===== src/rtl/instr_fetch_if.sv =====
// Instruction fetch bus bundle.
// Groups the instruction-memory port, the decode handshake, the decoded
// instruction fields, the redirect request and the accepted-instruction count.
//   master : the fetch unit (drives imem request, instruction and fields)
//   slave  : memory / decode / control side
interface instr_fetch_if;
    // instruction memory
    logic        imem_req;
    logic [15:0] imem_addr;
    logic        imem_ready;
    logic [15:0] imem_rdata;
    // decode handshake
    logic        instr_valid;
    logic        instr_ready;
    logic [15:0] instr;
    logic [15:0] instr_pc;
    // decoded fields
    logic [3:0]  opcode;
    logic [2:0]  func;
    logic [2:0]  ra;
    logic [2:0]  rb;
    logic [2:0]  rd;
    logic [15:0] imm16;
    logic [15:0] jaddr;
    // control-flow redirect
    logic        redirect_valid;
    logic [15:0] redirect_pc;
    // statistics
    logic [15:0] instr_count;

    modport master (
        output imem_req, imem_addr,
        input  imem_ready, imem_rdata,
        output instr_valid, instr, instr_pc,
        input  instr_ready,
        output opcode, func, ra, rb, rd, imm16, jaddr,
        input  redirect_valid, redirect_pc,
        output instr_count
    );

    modport slave (
        input  imem_req, imem_addr,
        output imem_ready, imem_rdata,
        input  instr_valid, instr, instr_pc,
        output instr_ready,
        input  opcode, func, ra, rb, rd, imm16, jaddr,
        output redirect_valid, redirect_pc,
        input  instr_count
    );
endinterface


===== src/rtl/instr_fetch.sv =====
// Instruction fetch unit.
// Fetches one 16-bit word at a time from instruction memory, holds it in the
// instruction register until decode accepts it, and exposes the decoded
// fields combinationally. A redirect flushes the held/incoming instruction
// and restarts fetch at the new address.
// Ports:
//   clk  : clock, all state updates on the rising edge
//   rst  : synchronous active-high reset
//   bus  : instr_fetch_if.master (imem bus, decode handshake, fields,
//          redirect, instr_count)
//
// state | meaning
// ------+--------------------------------------------------------------
// IDLE  | just out of reset, no request outstanding
// FETCH | imem_req=1 at imem_addr=pc, waiting for imem_ready
// VALID | instruction register valid, waiting for instr_ready
module instr_fetch #(
    parameter logic [15:0] RESET_PC = 16'h0000
) (
    input  logic           clk,
    input  logic           rst,
    instr_fetch_if.master  bus
);

    typedef enum logic [1:0] {
        IDLE  = 2'd0,
        FETCH = 2'd1,
        VALID = 2'd2
    } state_t;

    state_t      state_q, state_d;
    logic [15:0] pc_q, pc_d;
    logic [15:0] instr_q, instr_d;
    logic [15:0] instr_pc_q, instr_pc_d;
    logic [15:0] count_q, count_d;

    always_ff @(posedge clk) begin
        if (rst) begin
            state_q    <= IDLE;
            pc_q       <= RESET_PC;
            instr_q    <= 16'h0000;
            instr_pc_q <= 16'h0000;
            count_q    <= 16'h0000;
        end else begin
            state_q    <= state_d;
            pc_q       <= pc_d;
            instr_q    <= instr_d;
            instr_pc_q <= instr_pc_d;
            count_q    <= count_d;
        end
    end

    always_comb begin
        state_d         = state_q;
        pc_d            = pc_q;
        instr_d         = instr_q;
        instr_pc_d      = instr_pc_q;
        count_d         = count_q;
        bus.imem_req    = 1'b0;
        bus.imem_addr   = 16'h0000;
        bus.instr_valid = 1'b0;

        case (state_q)
            IDLE: begin
                // redirect is deliberately ignored here
                state_d = FETCH;
            end
            FETCH: begin
                bus.imem_req  = 1'b1;
                bus.imem_addr = pc_q;
                if (bus.redirect_valid) begin
                    // a response arriving with the redirect is dropped
                    pc_d    = bus.redirect_pc;
                    state_d = FETCH;
                end else if (bus.imem_ready) begin
                    instr_d    = bus.imem_rdata;
                    instr_pc_d = pc_q;
                    pc_d       = pc_q + 16'd1;  // wraps modulo 2^16
                    state_d    = VALID;
                end
            end
            VALID: begin
                bus.instr_valid = 1'b1;
                if (bus.redirect_valid) begin
                    pc_d    = bus.redirect_pc;
                    state_d = FETCH;
                end else if (bus.instr_ready) begin
                    count_d = (count_q == 16'hFFFF) ? count_q : count_q + 16'd1;
                    state_d = FETCH;
                end
            end
            default: begin
                state_d = IDLE;
            end
        endcase
    end

    assign bus.instr       = instr_q;
    assign bus.instr_pc    = instr_pc_q;
    assign bus.instr_count = count_q;
    assign bus.opcode      = instr_q[15:12];
    assign bus.ra          = instr_q[11:9];
    assign bus.rb          = instr_q[8:6];
    assign bus.rd          = instr_q[5:3];
    assign bus.func        = instr_q[2:0];
    assign bus.imm16       = {{10{instr_q[5]}}, instr_q[5:0]};
    assign bus.jaddr       = {instr_pc_q[15:12], instr_q[11:0]};

endmodule


===== src/flat_wrapper.sv =====
// flat-port wrapper written by rule: the top's interface ports become plain ports
module instr_fetch_flat 
#(
    parameter logic [15:0] RESET_PC = 16'h0000
)
  (clk, rst, bus_imem_req, bus_imem_addr, bus_imem_ready, bus_imem_rdata, bus_instr_valid, bus_instr, bus_instr_pc, bus_instr_ready, bus_opcode, bus_func, bus_ra, bus_rb, bus_rd, bus_imm16, bus_jaddr, bus_redirect_valid, bus_redirect_pc, bus_instr_count);
  instr_fetch_if bus_i ();
  input  logic clk;
  input  logic rst;
  output wire logic [$bits(bus_i.imem_req)-1:0] bus_imem_req;
  output wire logic [$bits(bus_i.imem_addr)-1:0] bus_imem_addr;
  input wire logic [$bits(bus_i.imem_ready)-1:0] bus_imem_ready;
  input wire logic [$bits(bus_i.imem_rdata)-1:0] bus_imem_rdata;
  output wire logic [$bits(bus_i.instr_valid)-1:0] bus_instr_valid;
  output wire logic [$bits(bus_i.instr)-1:0] bus_instr;
  output wire logic [$bits(bus_i.instr_pc)-1:0] bus_instr_pc;
  input wire logic [$bits(bus_i.instr_ready)-1:0] bus_instr_ready;
  output wire logic [$bits(bus_i.opcode)-1:0] bus_opcode;
  output wire logic [$bits(bus_i.func)-1:0] bus_func;
  output wire logic [$bits(bus_i.ra)-1:0] bus_ra;
  output wire logic [$bits(bus_i.rb)-1:0] bus_rb;
  output wire logic [$bits(bus_i.rd)-1:0] bus_rd;
  output wire logic [$bits(bus_i.imm16)-1:0] bus_imm16;
  output wire logic [$bits(bus_i.jaddr)-1:0] bus_jaddr;
  input wire logic [$bits(bus_i.redirect_valid)-1:0] bus_redirect_valid;
  input wire logic [$bits(bus_i.redirect_pc)-1:0] bus_redirect_pc;
  output wire logic [$bits(bus_i.instr_count)-1:0] bus_instr_count;
  assign bus_imem_req = bus_i.imem_req;
  assign bus_imem_addr = bus_i.imem_addr;
  assign bus_i.imem_ready = bus_imem_ready;
  assign bus_i.imem_rdata = bus_imem_rdata;
  assign bus_instr_valid = bus_i.instr_valid;
  assign bus_instr = bus_i.instr;
  assign bus_instr_pc = bus_i.instr_pc;
  assign bus_i.instr_ready = bus_instr_ready;
  assign bus_opcode = bus_i.opcode;
  assign bus_func = bus_i.func;
  assign bus_ra = bus_i.ra;
  assign bus_rb = bus_i.rb;
  assign bus_rd = bus_i.rd;
  assign bus_imm16 = bus_i.imm16;
  assign bus_jaddr = bus_i.jaddr;
  assign bus_i.redirect_valid = bus_redirect_valid;
  assign bus_i.redirect_pc = bus_redirect_pc;
  assign bus_instr_count = bus_i.instr_count;
  instr_fetch #(.RESET_PC(RESET_PC)) u_core (.clk(clk), .rst(rst), .bus(bus_i));
endmodule

===== config.mk =====
export PLATFORM = sky130hd
export DESIGN_NAME = instr_fetch_flat
export DESIGN_NICKNAME = d
export VERILOG_FILES = /design/src/rtl/instr_fetch_if.sv /design/src/rtl/instr_fetch.sv /design/src/flat_wrapper.sv
export SDC_FILE = /design/constraint.sdc
export NUM_CORES = 1
export LEC_CHECK = 0
export ABC_AREA = 1
export BUFFER_PORTS_ARGS = -buffer_cell sky130_fd_sc_hd__buf_2
export CAP_MARGIN = 20
export CORE_MARGIN = 1.5
export CORE_UTILIZATION = 41
export CTS_CLUSTER_DIAMETER = 60
export DETAILED_ROUTE_END_ITERATION = 8
export HOLD_SLACK_MARGIN = 0.02
export PLACE_DENSITY = 0.74
export SYNTH_ARGS = -nofsm -noshare
export SYNTH_HDL_FRONTEND = slang
export SYNTH_SLANG_ARGS = --single-unit

===== constraint.sdc =====
create_clock -name clk -period 2.9 [get_ports clk]
set_input_delay 0.58 -clock clk [delete_from_list [all_inputs] [get_ports clk]]
set_output_delay 0.58 -clock clk [all_outputs]
set_load 0.02 [all_outputs]

==> results.ini <==
[route]
drt-wirelength-per-cell_um = 12.4
drt-initial-drc-count = 250
ant_nets = 0
drc_errors = 0
wl_um = 9320
dr.pass1.iters = 5
vias_per_cell = 4.84
num_vias = 3622

[sta]
rsz0062_at_grt = no
relSlewSlack = 0.612
skew_ps = 8.04
post-route-period-util = 0.679
finalHoldViolCount = 0
fmax_mhz = 508
worst_pin_slew_ps = 580
final.min_clock_period_ps = 1970
tns_ps = 0
drv_slew = 0
setup_violations = 0

[yosys]
syn_inst = 538
ys_ff_latch = 66
synth_top_area_share = 0.366
synthesis.nets = 577
ys_types = 28
synthTopCellsByCount = 108 x nand2_1, 97 x nor2_1, 66 x dfxtp_1
ys.warnings.count = 0
synth_most_common_cell = nand2_1
syn_avg_cell_area_um2 = 6.71
synth-edff-count = 0
ys_seq_area_frac = 0.366
synth_top_cell_by_area = dfxtp_1
synth_ff_type = dfxtp_1
synthArstFlopShare = 0
synth_area_leaders = dfxtp_1 37%, nand2_1 11%, buf_4 10%, nor2_1 10%, o21ai_0 6.7%
syn_area_um2 = 3610

[clocking]
insertion_delay_ps = 330
htree_levels = 3
cts_resized = 0
cts.path.max_buffers = 2
postCtsSetupRepairBufs = 0
cts_hold_buf = 0
clk_pin_slew_ps = 70
cts_tree = yes
tritoncts.num_buffers = 9
cts_root_buf = clkbuf_8
cts.sinks = 66

[finish]
nets = 676
diodes = 0
design_area_um2 = 4300
drive_gt1_frac = 0.285
syn2layout_area_growth_pct = 19.0

[global_route]
grt_pass1_wl_um = 15400
gr-total-overflow = 0
grt_max_degree = 39
use_met2 = 0.327
track_usage = 0.200
grtUsageMet3 = 0.0434
grt_pass1_vias = 3235
gr-usage-met1 = 0.255
globalRoute.busiestLayer = met2
antenna_found_initial = 0

[worst_setup_path]
cp-end-kind = register
crit_type = reg2reg
start_kind = register
required_ps = 3160
worstPathArrival_ps = 2230
worstPathMaxFanout = 32

[floorplanning]
die_w_um = 96.8
rows = 34
dieArea_um2 = 9370
core_um2 = 8640
num_io_pins = 151
start_util = 0.418
die_y_um = 96.8

[power]
vdd_ir_drop_max_mv = 0.286
power_density_nw_per_um2 = 499
p_leak_nw = 2.13
power.total_mw = 2.14

[place]
hpwl_um = 6930
io_buffers = 150
dpl_cell_area_um2 = 4080
place_congestion = 0.883

[status]
status = complete, no violations

[run]
drv_cap = 0

[min_path]
worst_hold_path_type = in2reg

registers in the layout, indices dropped and copies added, names as in the netlist:
signal / flops
u_core.bus.instr_count: 16
u_core.bus.instr_pc: 16
u_core.state_q: 2
u_core.bus.instr: 16
u_core.pc_q: 16
layout make-up:
cell class                 instances  area (µm²)
clock buffer                      13         169
clock inverter                     2        35.0
fill                             890        4340
inverter                          39         146
multi-input combinational        365        1690
sequential                        66        1320
tap                              108         135
timing repair buffer             156         803
power by group:
part | switching (mW) | leakage (nW) | internal [mW]
registers | 0.0418 | 0.538 | 0.950
logic | 0.241 | 1.49 | 0.117
clock network | 0.332 | 0.106 | 0.462
worst max-delay path: stages, from the launching register on:
cell	delay (ps)
dfxtp_1	320
inv_1	60
nor2_2	130
inv_2	190
nor3_4	500
buf_4	400
o21ai_0	150
a21oi_1	140
worst paths after layout:
path / startpoint / to / slack [ps] / cells past startpoint
setup / recovery: u_core.state_q[0] / u_core.bus.instr_pc[2] / 930 / 7
hold / removal: bus_imem_rdata[3] / u_core.bus.instr[3] / 470 / 3
setup reg to reg: u_core.state_q[0] / u_core.bus.instr_pc[2] / 930 / 7
hold reg to reg: u_core.pc_q[15] / u_core.pc_q[15] / 500 / 2
cells in the final DEF (no fill, tap or decap), drive strengths merged:
cell type / instances
buf: 156
nand2: 108
nor2: 102
dfxtp: 66
o21ai: 49
a21oi: 48
inv: 39
nand3: 28
clkbuf: 13
xnor2: 9
xor2: 5
nand4: 4
and2: 3
nand3b: 2
ha: 2
nor3: 2
o22ai: 1
or2: 1
a31oi: 1
bufinv: 1
clkinv: 1
stage by stage:
step	hold slack [ps]	util	setup slack, ps	std cells
final	466	0.497	931	749
after global routing	449	0.497	656	749
after CTS	453	0.496	859	748
after detailed placement	497	0.472	813	733
after global placement	467	0.472	942	733
after floorplan	454	-	1090	538
metal layers:
metal	share of wire	vias to the layer above
li1	-	1860
met1	0.45	1612
met2	0.47	137
met3	0.069	13
met4	0.018	0
met5	0	-
logic make-up after synthesis:
| kind of cell | share of synthesized area |
|---|---|
| AOI/OAI and AO/OA | 0.140 |
| xor gates and xnor gates | 0.0340 |
| DFF | 0.366 |
| and+or+nand+nor | 0.284 |
| buffers and inverters | 0.169 |
| adders and majority gates | 0.00693 |
Power figures use the tool's default switching activity.
